===== src/rtl/pc_seq.sv =====
// pc_seq: program-counter sequencer at the head of the fetch stage.
// It owns the PC and picks the next fetch address from the sequential
// increment, a jump target, a return target, or a vector word read from
// memory. Reset boot and interrupt entry each take two cycles because the
// vector read port returns its data one cycle after the strobe.
module pc_seq #(
  parameter int unsigned ADDR_W         = 8,
  parameter int unsigned RESET_VEC_ADDR = 0,
  parameter int unsigned IRQ_VEC_ADDR   = 1
) (
  input  logic              clk,
  input  logic              rst,
  input  logic              stall,
  input  logic              jmp_en,
  input  logic [ADDR_W-1:0] jmp_target,
  input  logic              ret_en,
  input  logic [ADDR_W-1:0] ret_target,
  input  logic              irq,
  output logic              irq_ack,
  output logic              irq_push,
  output logic [ADDR_W-1:0] irq_ret_addr,
  output logic              vec_rd,
  output logic [ADDR_W-1:0] vec_addr,
  input  logic [ADDR_W-1:0] vec_data,
  output logic [ADDR_W-1:0] pc,
  output logic              pc_valid,
  output logic              flush
);

  localparam logic [ADDR_W-1:0] RST_VEC = ADDR_W'(RESET_VEC_ADDR);
  localparam logic [ADDR_W-1:0] IRQ_VEC = ADDR_W'(IRQ_VEC_ADDR);

  // BOOT/IRQ_WAIT bracket the one-cycle vector read latency.
  typedef enum logic [1:0] {
    BOOT      = 2'd0,
    BOOT_WAIT = 2'd1,
    RUN       = 2'd2,
    IRQ_WAIT  = 2'd3
  } state_e;

  state_e            state_q, state_d;
  logic [ADDR_W-1:0] pc_q, pc_d;
  logic [ADDR_W-1:0] ret_addr_q, ret_addr_d;
  logic [ADDR_W-1:0] npc;

  // Redirect candidate: return beats jump, otherwise fall through (wraps).
  always_comb begin
    if (ret_en) begin
      npc = ret_target;
    end else if (jmp_en) begin
      npc = jmp_target;
    end else begin
      npc = pc_q + ADDR_W'(1);
    end
  end

  // Next-state, next-PC and all combinational outputs.
  always_comb begin
    // NOTE: every output and _d signal gets a default first, so no path
    // through the case leaves one unassigned and no latch is inferred.
    state_d    = state_q;
    pc_d       = pc_q;
    ret_addr_d = ret_addr_q;
    vec_rd     = 1'b0;
    vec_addr   = RST_VEC;
    pc_valid   = 1'b0;
    flush      = 1'b0;
    irq_ack    = 1'b0;
    irq_push   = 1'b0;

    unique case (state_q)
      BOOT: begin
        vec_rd  = 1'b1;
        state_d = BOOT_WAIT;
      end
      BOOT_WAIT: begin
        pc_d    = vec_data;
        state_d = RUN;
      end
      RUN: begin
        pc_valid = 1'b1;
        // A stalled cycle ignores redirects and interrupts; upstream holds them.
        if (!stall) begin
          if (irq) begin
            // Interrupt wins over any redirect, which becomes the return address.
            irq_ack    = 1'b1;
            irq_push   = 1'b1;
            ret_addr_d = npc;
            flush      = 1'b1;
            vec_rd     = 1'b1;
            vec_addr   = IRQ_VEC;
            state_d    = IRQ_WAIT;
          end else begin
            pc_d  = npc;
            flush = ret_en | jmp_en;
          end
        end
      end
      IRQ_WAIT: begin
        pc_d    = vec_data;
        flush   = 1'b1;
        state_d = RUN;
      end
      default: begin
        state_d = BOOT;
      end
    endcase
  end

  // State, PC and saved return address; reset restarts the boot sequence.
  always_ff @(posedge clk) begin
    // NOTE: sequential state uses non-blocking assignments so every register
    // samples the pre-edge values regardless of statement order.
    if (rst) begin
      state_q    <= BOOT;
      pc_q       <= '0;
      ret_addr_q <= '0;
    end else begin
      state_q    <= state_d;
      pc_q       <= pc_d;
      ret_addr_q <= ret_addr_d;
    end
  end

  assign pc           = pc_q;
  assign irq_ret_addr = ret_addr_q;

endmodule


===== config.mk =====
export PLATFORM = sky130hd
export DESIGN_NAME = pc_seq
export DESIGN_NICKNAME = d
export VERILOG_FILES = /design/src/rtl/pc_seq.sv
export SDC_FILE = /design/constraint.sdc
export NUM_CORES = 1
export LEC_CHECK = 0
export ABC_AREA = 1
export BUFFER_PORTS_ARGS = -buffer_cell sky130_fd_sc_hd__buf_2
export CAP_MARGIN = 20
export CORE_AREA = 2 2 66 68
export DETAILED_ROUTE_END_ITERATION = 8
export DIE_AREA = 0 0 68 70
export GPL_TIMING_DRIVEN = 0
export PLACE_DENSITY = 0.57
export SYNTH_ARGS = -nofsm -noshare
export SYNTH_HDL_FRONTEND = slang
export SYNTH_SLANG_ARGS = --single-unit

===== constraint.sdc =====
create_clock -name clk -period 1.4 [get_ports clk]
set_clock_uncertainty 0.05 [all_clocks]
set_input_delay 0.14 -clock clk [delete_from_list [all_inputs] [get_ports clk]]
set_output_delay 0.14 -clock clk [all_outputs]
set_load 0.03 [all_outputs]

==> run metrics <==
status finished with violations; failing checks negative setup slack; effective utilization at floorplan between 20% and 30%; CP Max Fanout 3; Bufs on Longest Clock Path 2; Mapped Cells 184; RSZ-0062 raised after global routing true; Setup violations, final 1; CTS tree built; Worst R2R Setup Slack 0.08 ns; die width 68 um; Root Buffer clkbuf_8; global-route usage over all layers 15.8%; core area approximately 0.0041 mm2; DRC errors left 0; placer congestion estimate 0.788; Multi-input gate area around 680 um2; cell at the slowest stage of the critical path dfxtp_2; power density cells 996 mW/mm2; Crit path largest cell delay 0.36 ns; Final period util 100%; Fill cells 456; Worst-Skew Late Latency 0.26 ns; CP dominant cell by count buf_6; Lkg Pwr 0.891 nW; Nets 280; maximum vdd drop approximately 0.46 mV; cell-by-cell trace of the critical path inv_4 -> nor2_4 -> nand3_4 -> buf_6 -> nand2_2 -> buf_6; area share of the largest cell type after synthesis 31.2%; final worst setup slack -0.00666 ns; post-route ant nets 0; signal arrival time at the worst endpoint roughly 1.2 ns; Final Hold Violating Endpoints 0; FMAX 0.711 GHz; via count 1,332; CP Launch Type flop; layout cells sized above 1 about two fifths; # IOs 59; area leader, netlist dfxtp_1; ant diodes 0; Die Y around 70 um; Avg Inst Size Synth 6.28 um2; final wirelength 3560 um; vias in the first global route 1,237; number of DRC markers in iteration 0 44; 1st-pass router iterations 4; post-synthesis sequential area ratio 31.2%; WS Path Type flop to output pin; WP data required 1.21 ns; port buffer count 50; GR Overflow Total 0; crit path time final 1.41 ns; Synth area leaders dfxtp_1 31%, nand2_1 12%, a21oi_1 10%, nor2_1 7.8%, buf_4 7.2%; synthesized flop and latch total 18; die area 0.00476 mm2; post-route insts no fill 300; synth warn 0; first-pass GRT wire length 5740 um; Register Area 383 um2; CTS sink count 18; Max-Cap Viols 0; detailed-placement wirelength estimate between 2000 and 3000 um; min-delay worst type primary input to flop; site row count 24; largest net degree at the start of global routing 11; TritonCTS Buffers 3; Yosys cell types 22; H-tree depth 1; Slew Limit Fails 0; Setup Slack @ Placement -0.0673 ns; Inst Count DP slightly below 300; Core Util, Final 41.5%; initial antenna violation count 0; Reg clk slew, reported paths 0.07 ns; area grow syn2layout 48.9%; routed wire length per instance 11.9 um; CP Capture Type output pin; mapped cell area 0.00115 mm2; Via density 4.44
==> path summary, 6_finish.rpt <==
check / depth (start not counted) / startpoint / end
hold / removal: 3 / vec_data[6] / pc[6]
setup reg to reg: 7 / state_q[0] / pc[6]
setup / recovery: 6 / state_q[1] / vec_rd
hold reg to reg: 2 / state_q[1] / state_q[1]
==> flip-flops by register name, summed over array words and instances (netlist names) <==
name	cells
irq_ret_addr	8
pc	8
state_q	2
==> synth_stat cells <==
library cell  number
a21oi_1           23
buf_2              1
buf_4             11
buf_6              1
clkbuf_1           2
clkinv_1           1
conb_1             1
dfxtp_1           18
ha_1               1
inv_1             18
inv_2              5
nand2_1           38
nand2_4            1
nand3_1            9
nand4_1            1
nor2_1            24
nor2_2             3
o211ai_1           5
o211ai_2           1
o21ai_0           13
o21ai_1            6
o31ai_1            1
==> layout make-up <==
type / count / share of cell area, %
multi-input cells: 133 / 39.4
flip-flops and latches: 18 / 22.3
repair buffers: 54 / 17.8
plain buffers: 15 / 7.42
inverters: 24 / 6.11
well taps: 52 / 3.78
clock buffers: 4 / 3.20
==> per-layer routing <==
metal  vias to the layer above  wire length, um  track usage [%]
li1                        712                -                -
met1                       573             1580             20.5
met2                        43             1720             26.4
met3                         4              243             4.03
met4                         0               24             2.67
met5                         -                0                0
==> where the power goes <==
| group | internal [mW] | switching, mW |
|---|---|---|
| Combinational | 0.228 | 0.394 |
| Clock | 0.251 | 0.191 |
| Sequential | 0.574 | 0.0749 |
==> metrics by stage <==
step	setup TNS, ns	hold WS, ns	power [mW]	area (um2)
CTS	0	0.112	1.69	1650
global route	-0.256	0.124	1.82	1720
global placement	-0.0921	0.385	1.20	1500
finish	-0.00666	0.114	1.71	1720
floorplan	-0.0605	0.286	1.03	1180
detailed placement	-0.151	0.384	1.21	1500
==> logic make-up after synthesis <==
family,after synthesis,share of synthesized area (%)
flops,18,31.2
buf+inv,39,17.0
fa+ha+maj,1,1.08
compound gates,49,23.2
simple gates,76,27.2
other cells,1,0.325
==> what timing repair did <==
| item | 4_1_cts | 5_1_grt |
|---|---|---|
| pin swaps | 0 | 3 |
| setup buffers | 3 | 1 |
| endpoints found under the setup margin | 9 | 14 |
| hold buffers | 0 | 0 |
| resized for setup | 24 | 20 |
==> critical path: cells and delay by family (launching register included) <==
kind	cells	cell delay, ns
buffers and inverters	3	0.29
and+or+nand+nor	3	0.29
DFF	1	0.36
==> placed cells by master, fill, tap and decap left out <==
cell       n
o211ai_1   5
nor2_4     1
nor2_2     3
nand2_1   36
o211ai_2   1
nand2_2    2
o31ai_1    1
a21oi_2    1
nand3_1    7
dfxtp_1   10
o21ai_1    8
inv_1     18
buf_6      8
inv_2      3
nand3_2    1
nand3_4    1
ha_4       1
a21oi_1   21
inv_4      1
buf_4     12
nand4_1    1
clkbuf_1   2
conb_1     7
a21oi_4    1
dfxtp_2    3
dfxtp_4    5
clkbuf_8   4
inv_8      1
nor2_1    23
buf_2     46
inv_6      1
o21ai_0   11
nand2_4    1
buf_8      1
Power figures use the tool's default switching activity.
